**config.mk**
```make
export PLATFORM = sky130hd
export DESIGN_NAME = xdma_w_arbiter
export DESIGN_NICKNAME = d
export VERILOG_FILES = /design/src/rtl/xdma_pkg.sv /design/src/rtl/xdma_rr_picker.sv /design/src/rtl/xdma_w_arbiter.sv
export SDC_FILE = /design/constraint.sdc
export NUM_CORES = 1
export LEC_CHECK = 0
export ABC_CLOCK_PERIOD_IN_PS = 1100
export BUFFER_PORTS_ARGS = -buffer_cell sky130_fd_sc_hd__buf_4
export CORE_ASPECT_RATIO = 0.75
export CORE_MARGIN = 2
export CORE_UTILIZATION = 38
export CTS_CLUSTER_DIAMETER = 200
export DETAILED_ROUTE_END_ITERATION = 10
export PLACE_DENSITY_LB_ADDON = 0.15
export SYNTH_ARGS = -nofsm -noshare
export SYNTH_HDL_FRONTEND = slang
export SYNTH_SLANG_ARGS = --single-unit
```
**constraint.sdc**
```tcl
create_clock -name clk_i -period 1.1 [get_ports clk_i]
set_input_delay 0.22 -clock clk_i [delete_from_list [all_inputs] [get_ports clk_i]]
set_output_delay 0.22 -clock clk_i [all_outputs]
set_load 0.03 [all_outputs]
```
**src/rtl/xdma_pkg.sv**
```systemverilog
// Shared types for the XDMA write-channel arbiter.
package xdma_pkg;

  typedef struct packed {
    logic [7:0] num_beats;
    logic       is_single;
    logic       is_write_data;
  } xdma_req_w_desc_t;

  typedef enum logic [1:0] {
    ST_IDLE  = 2'd0,
    ST_ISSUE = 2'd1,
    ST_GAP   = 2'd2
  } xdma_w_arb_state_e;

endpackage

```
**src/rtl/xdma_rr_picker.sv**
```systemverilog
// Rotate-priority picker: first valid requester at or above rr_ptr, with wrap.
module xdma_rr_picker #(
  parameter int NumReq = 2,
  parameter int IdxW   = (NumReq > 1) ? $clog2(NumReq) : 1
) (
  input  logic [NumReq-1:0] req_valid,
  input  logic [IdxW-1:0]   rr_ptr,
  output logic [IdxW-1:0]   pick,
  output logic              any_valid
);

  // Scan offsets from farthest to nearest so the nearest valid one wins.
  always_comb begin
    logic [IdxW-1:0] sel;
    sel       = '0;
    pick      = '0;
    any_valid = 1'b0;
    for (int i = NumReq - 1; i >= 0; i--) begin
      sel = IdxW'((int'(rr_ptr) + i) % NumReq);
      if (req_valid[sel]) begin
        pick      = sel;
        any_valid = 1'b1;
      end
    end
  end

endmodule

```
**src/rtl/xdma_w_arbiter.sv**
```systemverilog
// Round-robin owner of the single XDMA write datapath.
// Optional perf counters are built when XDMA_W_ARB_PERF_EN is defined.
module xdma_w_arbiter
  import xdma_pkg::*;
#(
  parameter int  NumReq = 2,
  parameter type data_t = logic,
  parameter type desc_t = xdma_req_w_desc_t,
  parameter int  IdxW   = (NumReq > 1) ? $clog2(NumReq) : 1
) (
  input  logic                     clk_i,
  input  logic                     rst_i,
  input  desc_t [NumReq-1:0]       req_desc_i,
  input  logic  [NumReq-1:0]       req_valid_i,
  output logic  [NumReq-1:0]       req_ready_o,
  input  data_t [NumReq-1:0]       req_data_i,
  input  logic  [NumReq-1:0]       req_data_valid_i,
  output logic  [NumReq-1:0]       req_data_ready_o,
  input  logic  [NumReq-1:0]       req_grant_i,
  output desc_t                    dp_desc_o,
  output logic                     dp_valid_o,
  input  logic                     dp_ready_i,
  output data_t                    dp_data_o,
  output logic                     dp_data_valid_o,
  input  logic                     dp_data_ready_i,
  output logic                     dp_grant_o,
`ifdef XDMA_W_ARB_PERF_EN
  output logic  [NumReq-1:0][31:0] perf_bursts_o,
  output logic  [31:0]             perf_busy_cycles_o,
`endif
  output logic                     busy_o,
  output logic  [IdxW-1:0]         active_idx_o
);

  xdma_w_arb_state_e state_q, state_d;
  logic [IdxW-1:0]   rr_ptr_q, idx_q, pick;
  logic              any_valid;
  desc_t             desc_q;
  logic              issue, done;

  xdma_rr_picker #(.NumReq(NumReq), .IdxW(IdxW)) u_picker (
    .req_valid (req_valid_i),
    .rr_ptr    (rr_ptr_q),
    .pick      (pick),
    .any_valid (any_valid)
  );

  assign issue = (state_q == ST_ISSUE);
  // A completion arriving alongside reset is swallowed: the burst is dropped.
  assign done  = issue && dp_ready_i && !rst_i;

  // State, owner, round-robin pointer and latched descriptor.
  always_ff @(posedge clk_i) begin
    if (rst_i) begin
      state_q  <= ST_IDLE;
      rr_ptr_q <= '0;
      idx_q    <= '0;
      desc_q   <= '0;
    end else begin
      state_q <= state_d;
      if (state_q == ST_IDLE && any_valid) begin
        idx_q  <= pick;
        desc_q <= req_desc_i[pick];
      end
      if (done) rr_ptr_q <= (idx_q == IdxW'(NumReq - 1)) ? '0 : idx_q + 1'b1;
    end
  end

  // Next state plus descriptor handshake and owner-routed data/grant.
  always_comb begin
    state_d          = state_q;
    dp_desc_o        = '0;
    dp_valid_o       = 1'b0;
    dp_data_o        = '0;
    dp_data_valid_o  = 1'b0;
    dp_grant_o       = 1'b0;
    busy_o           = 1'b0;
    active_idx_o     = '0;
    req_ready_o      = '0;
    req_data_ready_o = '0;
    case (state_q)
      ST_IDLE: if (any_valid) state_d = ST_ISSUE;
      ST_ISSUE: begin
        dp_valid_o              = 1'b1;
        dp_desc_o               = desc_q;
        busy_o                  = 1'b1;
        active_idx_o            = idx_q;
        dp_data_o               = req_data_i[idx_q];
        dp_data_valid_o         = req_data_valid_i[idx_q];
        dp_grant_o              = req_grant_i[idx_q];
        req_data_ready_o[idx_q] = dp_data_ready_i;
        req_ready_o[idx_q]      = done;
        if (dp_ready_i) state_d = ST_GAP;
      end
      // One dead cycle so the datapath never sees a stale valid descriptor.
      ST_GAP:  state_d = ST_IDLE;
      default: state_d = ST_IDLE;
    endcase
  end

`ifdef XDMA_W_ARB_PERF_EN
  // Saturating burst and busy-cycle counters.
  always_ff @(posedge clk_i) begin
    if (rst_i) begin
      perf_bursts_o      <= '0;
      perf_busy_cycles_o <= '0;
    end else begin
      if (issue && perf_busy_cycles_o != '1) perf_busy_cycles_o <= perf_busy_cycles_o + 32'd1;
      for (int i = 0; i < NumReq; i++)
        if (req_ready_o[i] && perf_bursts_o[i] != '1) perf_bursts_o[i] <= perf_bursts_o[i] + 32'd1;
    end
  end
`endif

endmodule
```
# --- After elaboration in Yosys (flattened, before gate mapping) ---
# Index checks and enable logic that the tools add are counted.
op_classes:
  bitwise: 2
  n_lt_le_gt_ge: 5
  mux: 30
  reduce_logical: 7
  addsub: 2
  n_eq_ne: 3
op_table:
  columns: ["cell", "n"]
  rows:
  - ["$mux W10", 3]
  - ["$mux W1", 21]
  - ["$lt A1 B2 Y1 const B", 4]
  - ["$mux W2", 4]
  - ["$and A2 B2 Y2", 2]
  - ["$logic_and A1 B1 Y1", 4]
  - ["$ne A2 B2 Y1 const B", 2]
  - ["$pmux W2 S2", 1]
  - ["$add A1 B1 Y1 const B", 2]
  - ["$eq A2 B1 Y1 const B", 1]
  - ["$logic_not A2 Y1", 1]
  - ["$reduce_and A2 Y1", 1]
  - ["$demux W1 S1", 1]
  - ["$ge A1 B1 Y1 const B", 1]
  - ["$logic_not A1 Y1", 1]
totals:
  register_bits: 14
  in_bits: 32

# --- Depth between registers and ports, before layout ---
# Gate-level depths: netlist of the first run.
logic_depth:
  ltp_word: 7
  mapped_depth: 5
  mapped_depth_nobuf: 4

# --- By module ---
# From an unflattened synthesis of the first run, not the netlist that was laid out.
hier_totals:
  hier_cells: 88
  hier_area_um2: 825.8
modules_own_cells:
  columns: ["module", "cells_each", "instances", "area_each_um2"]
  rows:
  - ["xdma_w_arbiter", 85, 1, 808.3]
  - ["xdma_rr_picker", 3, 1, 17.5]

# --- Worst setup path after synthesis of the first run ---
# Ideal clock, no wire load.
synth_timing:
  path_type: "register to output"
  start: "register state_q[0]"
  end: "output port req_ready_o[0]"
  arrival_time_ps: 1284
  path_stages_with_launch: 3
  required_time_ps: 880
  n_path_buf: 0
  slack_ps: -404
  path_cell_list: "dfxtp_1 > nand3b_2 > nor3_1"
synth_via:
  elab_chain_len: 5
synth_lines:
  columns: ["element", "line", "rtl"]
  rows:
  - ["from (decl)", "xdma_w_arbiter.sv:35", "xdma_w_arb_state_e state_q, state_d;"]
  - ["from (signal assigned)", "xdma_w_arbiter.sv:60", "state_q <= state_d;"]
  - ["$eq A2 B1 Y1 *", "xdma_w_arbiter.sv:48, xdma_w_arbiter.sv:81", null]
  - ["$logic_and A1 B1 Y1 (2 in series)", "xdma_w_arbiter.sv:50", "assign done = issue && dp_ready_i && !rst_i;"]
  - ["$and A2 B2 Y2 (no source line)", null, null]
  - ["$mux W2 *", "xdma_w_arbiter.sv:81", "case (state_q)"]
  - ["to (decl)", "xdma_w_arbiter.sv:15", "output logic [NumReq-1:0] req_ready_o,"]
# Mark *: on every way between the ends. The rest lies on a longest branch, timed or not.

# --- Worst setup path in the final report of the first run ---
layout_timing:
  start: "register state_q[1]"
  end: "output port req_data_ready_o[1]"
layout_via:
  elab_chain_len: 2
layout_lines:
  columns: ["element", "line", "rtl"]
  rows:
  - ["$eq A2 B1 Y1", "xdma_w_arbiter.sv:81", null]
  - ["$mux W2", "xdma_w_arbiter.sv:81", null]
  - ["to (decl)", "xdma_w_arbiter.sv:18", "output logic [NumReq-1:0] req_data_ready_o,"]
# Every way passes these cells.

==> results of run 1 <==
-- logic make-up (layout without fill, tap and decap cells) --
family                 Yosys count  after routing  synth area share, %
AND/OR/NAND/NOR                 42             42                31.14
AO/OA/AOI/OAI                   34             34                24.86
flip-flops                      14             14                32.00
buffers and inverters           11             80                8.569
multiplexers                     3              3                3.429
-- report_power, final --
part | switching [uW] | internal [uW]
clock | 186 | 201
sequential | 42.1 | 561
combinational | 402 | 425
-- registers in the layout, indices dropped and copies added, names as in the netlist --
name / flops
rr_ptr_q: 1
idx_q: 1
state_q: 2
desc_q: 10
-- per-stage QoR --
step / utilization, % / worst slack, ns
after global routing: 78.04 / -0.3931
after global placement: 61.46 / -0.08640
after floorplan: - / -0.08173
after CTS: 71.76 / -0.3428
final: 78.04 / -0.3443
after detailed placement: 61.46 / -0.1461
-- critical path, delay by kind of cell (launching register included) --
kind                   cells  cell delay [ns]
AND/OR/NAND/NOR            2             0.37
flip-flops                 1             0.35
buffers and inverters      2             0.22
-- placed cells by master (no fill, tap or decap), types with 3 or more instances in the layout --
| cell | instances |
|---|---|
| a21oi_2 | 3 |
| buf_4 | 40 |
| o21ai_0 | 10 |
| mux2i_4 | 3 |
| a311oi_2 | 3 |
| buf_6 | 31 |
| a311oi_1 | 7 |
| clkbuf_4 | 3 |
| and2_4 | 11 |
| a21oi_1 | 8 |
| dfxtp_1 | 10 |
| nand3_1 | 11 |
| nor2_4 | 6 |
-- final timing paths --
check,slack (ns),cells after the start,start,to
worst max register to register,-0.18,5,state_q[0],desc_q[5]
worst max-delay path,-0.34,4,state_q[1],req_data_ready_o[1]
worst min register to register,0.49,2,rr_ptr_q,rr_ptr_q
worst min-delay path,0.14,2,rst_i,state_q[1]
-- repair_timing --
item / 4_1_cts / 5_1_grt
setup endpoints to repair: 32 / 32
hold buffers: 0 / 0
pin swaps: 16 / 10
buffers inserted: 7 / 2
gates resized for setup: 36 / 28
cloned: 2 / 0
-- layout make-up --
| cell class | count | area share (%) |
|---|---|---|
| Inverter | 2 | 0.8615 |
| Timing Repair inverter | 1 | 0.3589 |
| Multi-Input combinational cell | 79 | 39.55 |
| Timing Repair Buffer | 73 | 38.69 |
| Sequential cell | 14 | 16.65 |
| Clock buffer | 4 | 2.082 |
| Tap cell | 25 | 1.795 |
-- metal layers --
metal  GRT usage, %  vias to the layer above  routed length (um)
met5              0                        -                   0
met4          10.91                        0                  27
met3          1.705                        4                 171
met2          40.88                       49                1756
met1          31.03                      502                1349
li1               -                      519                   -
==> out/results.md, run 1 <==
Run status
* finished with violations — status
* setup timing — violations in the final reports

Timing
* 0 — hold violation count in the final report
* -7.088 ns — final setup TNS
* -0.3443 ns — worst setup slack after layout
* 692.4 MHz — highest clock rate
* 0.01236 ns — Post-Route Skew
* 0 — number of pins with negative max-slew slack in the final report
* 64.78% — headroom to the max-slew limit
* yes — unrepaired setup endpoints after global routing
* 31 — Final setup viols
* 0.5283 ns — Slew @ Worst Pin
* 1.444 ns — final critical-path required period
* 131.3% — crit share post-route
* 0.1406 ns — Post-Route Hold Slack

Clock tree
* clkbuf_4 — root buffer cell
* 14 — Sinks on Clock Net
* yes — clock tree from TritonCTS
* 2 — buffer depth of the longest clock path
* 0.29 ns — insertion delay of the later-clocked pin in the worst-skew pair
* 1 — CTS HTree Levels
* 0.09 ns — clock slew at the register clock pins of the worst setup and hold paths
* 3 — Num CTS Buffers

Yosys
* dfxtp_1 — cell type contributing the most total cell area after synthesis
* dfxtp_1 — count leader, synth
* 14 — flip-flop and latch count after synthesis
* 30 — count of distinct cell types in the synthesized netlist
* dfxtp_1 (14), a21oi_1 (11), nand3_1 (11), a311oi_1 (10), o21ai_0 (10) — Synth top cells by count
* dfxtp_1 (32%), a311oi_1 (10%), and2_4 (8.0%) — dominant cells by area after synthesis
* 104 — Gate Count Post-Synth
* 875.8 sq um — Cell Area, Synth
* dfxtp_1 — leading register cell type out of synthesis
* 0 — Post-synth EDFFs
* 8.422 sq um — Post-Synthesis Mean Instance Area
* 32.00% — area fraction of the dominant cell type after synthesis
* 0 — Yosys warning count
* 0% — Async SR Flop Fraction
* 136 — net count of the mapped netlist
* 32.00% — sequential cell area fraction in the yosys report

Global routing
* 4761 um — first-pass GRT wire length
* 0 — gr ovfl total
* 14 — largest net degree at the start of global routing
* 23.91% — overall track demand over capacity in global routing
* 1,031 — via count of the first global-routing pass
* 0 — initial antenna violation count

Detailed routing
* 5.424 — average vias per placed instance
* 3305 um — total routed wirelength
* 44 — number of DRC violations after detailed-routing iteration 0
* 16.69 um — wire length per cell
* 4 — TritonRoute pass-1 iters
* 0 — Post-DRT Antenna Nets
* 0 — total DRC errors in the routed layout
* 1,074 — vias

Finish
* 206 — total number of nets in the final design
* 99.00% — growth of design area from synthesis to finish
* 144 — FILL cells
* 198 — Finished Layout Cells
* 290.3 sq um — Seq. cell area
* 689.4 sq um — area of combinational cells with multiple inputs
* 1743 sq um — cell area after layout
* 68.79% — share of layout cells above drive strength 1
* 0 — number of antenna repair diodes

Critical path
* flop to output port — Crit Path Class
* 0.88 ns — required time at the endpoint of the critical path
* 0.35 ns — maximum single-stage delay on the critical path
* 7 — Max FO, Critical Path
* flop — type of origin of the critical path
* nand2b_4, inv_8, and3_4, buf_6 — critical-path cell list
* output port — Critical Path End Type
* dfxtp_4 — Critical-path top delay cell
* 1.22 ns — arrival time at the worst endpoint

Floorplan
* 39.22% — starting density of the core
* 52 — top-level port count
* 15 — standard-cell row count
* 2233 sq um — Std-Cell Core Area
* 45.58 um — vertical extent of the die
* 2709 sq um — Die Outline Area
* 59.44 um — floorplan die width

Min path
* primary input to flop — min-delay worst type

Power and ir drop
* 0.0007570 uW — standby leakage power
* 1817 uW — PnR Total Power
* 1043 nW/um^2 — Pwr per Cell Area
* 0.4908 mV — largest voltage drop on the vdd net

Placed design
* 184 — total instance count after detailed placement
* 1966 um — detailed placement HPWL
* 0.7758 — global placer's final weighted congestion
* 51 — Port Buffers
* 1373 sq um — instance area after placement

Job
* 0 — # Max-Cap Violations

No activity file was read; power rests on OpenSTA's default activity.
==> run 2: changes to the inputs <==
Settings changed: CORE_MARGIN 2 to not set.
==> out/results.md, run 2 (synthesis gave the netlist of run 1 again) <==
Detailed routing
* 3 — total DRC errors in the routed layout
* 29 — number of DRC violations after detailed-routing iteration 0
* 0 — Post-DRT Antenna Nets
* 5.485 — average vias per placed instance
* 17.12 um — wire length per cell
* 3356 um — total routed wirelength
* 7 — TritonRoute pass-1 iters
* 1,075 — vias

Finish
* buf_4 (47), buf_6 (21), dfxtp_1 (11) — highest-count cells in the layout ignoring fill and taps
* 84.39% — final design utilization
* 70.93% — share of layout cells above drive strength 1
* 205 — total number of nets in the final design
* 100.9% — growth of design area from synthesis to finish
* 0 — number of antenna repair diodes
* buf_4 — most common library cell in the layout ignoring fill and taps
* desc_q: 10 flops, state_q: 2 flops — largest registers
* 10 — number of flip-flops in the largest register
* desc_q — Biggest register

Clock tree
* 2 — buffer depth of the longest clock path
* yes — clock tree from TritonCTS
* clkbuf_4 — root buffer cell
* 14 — Sinks on Clock Net
* 3 — Num CTS Buffers
* 0 — cts hold-fix bufs
* 0.10 ns — clock slew at the register clock pins of the worst setup and hold paths
* 1 — CTS HTree Levels
* 0.29 ns — insertion delay of the later-clocked pin in the worst-skew pair

Floorplan
* 2085 sq um — Std-Cell Core Area
* 14 — standard-cell row count
* 52 — top-level port count
* 43.58 um — vertical extent of the die
* 42.02% — starting density of the core
* 57.44 um — floorplan die width
* 2503 sq um — Die Outline Area

Timing
* 33 — Final setup viols
* yes — unrepaired setup endpoints after global routing
* 0 — number of pins with negative max-slew slack in the final report
* 134.0% — crit share post-route
* 0 — hold violation count in the final report
* 678.4 MHz — highest clock rate
* 1.474 ns — final critical-path required period
* -0.3741 ns — worst setup slack after layout
* 0.01372 ns — Post-Route Skew
* 0.1288 ns — Post-Route Hold Slack
* 56.16% — headroom to the max-slew limit
* 0.6575 ns — Slew @ Worst Pin

Min path
* primary input to flop — min-delay worst type
* rst_i — Worst Min Path Start
* 2 — Worst Hold Depth

Critical path
* flip-flops — CP top delay family
* dfxtp_4 — Critical-path top delay cell
* flop — type of origin of the critical path
* 7 — Max FO, Critical Path
* 2 — number of buffer and inverter stages on the critical path
* 4 — Levels on crit path
* nand2b_4, inv_4, and2_4, buf_4 — critical-path cell list
* 0.88 ns — required time at the endpoint of the critical path
* state_q[1] — timing startpoint of the critical path
* 1.25 ns — arrival time at the worst endpoint
* state_q[0] — Critical R2R Launch
* output port — Critical Path End Type
* 0.36 ns — maximum single-stage delay on the critical path
* 5 — R2R depth
* flop to output port — Crit Path Class

Placed design
* 51 — Port Buffers
* 0.7379 — global placer's final weighted congestion
* 1844 um — detailed placement HPWL

Global routing
* 14 — largest net degree at the start of global routing
* 0 — gr ovfl total
* 0 — initial antenna violation count
* 4754 um — first-pass GRT wire length
* 997 — via count of the first global-routing pass
* 25.48% — overall track demand over capacity in global routing

Power and ir drop
* 0.0007555 uW — standby leakage power
* 1779 uW — PnR Total Power
* 1011 nW/um^2 — Pwr per Cell Area
* 0.8976 mV — largest voltage drop on the vdd net

Run status
* DRC, setup timing — violations in the final reports
* finished with violations — status

Job
* 0 — # Max-Cap Violations

run 2: final cells by class:
| cell class | count | area (sq um) |
|---|---|---|
| flip-flops and latches | 14 | 289.0 |
| inverters | 2 | 15.01 |
| clock buffers | 3 | 22.52 |
| multi-input cells | 79 | 718.2 |
| repair inverters | 1 | 6.256 |
| repair buffers | 72 | 674.4 |
| well taps | 24 | 30.03 |
| clock inverters | 1 | 3.754 |
| fillers | 116 | 325.3 |
run 2: final timing paths:
check / slack [ns] / to
worst min-delay path: 0.13 / state_q[1]
worst max register to register: -0.15 / desc_q[5]
worst max-delay path: -0.37 / dp_desc_o[5]
worst min register to register: 0.49 / desc_q[3]
run 2: per-layer routing:
layer | wire, um | global-route usage [%]
met1 | 1496 | 32.60
met2 | 1630 | 42.09
met3 | 205 | 7.164
met4 | 23 | 7.805
met5 | 0 | 0
run 2: through the flow:
stage                     cells  setup slack (ns)  area, sq um  TNS [ns]
final                       196           -0.3741         1759    -8.071
after CTS                   192           -0.3584         1587    -6.591
after floorplan             104          -0.08173        924.6   -0.5278
after global placement      183          -0.08633         1371    -1.044
after global routing        196           -0.4100         1759    -9.496
after detailed placement    183           -0.1259         1371    -1.544
run 2: where the power goes:
| part | switching (uW) | internal, uW | total [uW] |
|---|---|---|---|
| Sequential | 46.3 | 561 | 607 |
| Combinational | 416 | 445 | 860 |
| Clock | 180 | 132 | 312 |
| Total | 642 | 1140 | 1780 |
run 2: what timing repair did:
| item | 4_1_cts | 5_1_grt |
|---|---|---|
| gates cloned | 1 | 1 |
| buffers inserted | 4 | 3 |
| pin swaps | 16 | 8 |
| gates resized for setup | 32 | 26 |
| setup endpoints to repair | 32 | 32 |
run 2: worst register-to-register path: stages (launching register included):
cell and delay [ns]:
dfxtp_4 0.39, buf_6 0.13, nor2_4 0.19, buf_12 0.15, a21oi_2 0.05, a311oi_2 0.26
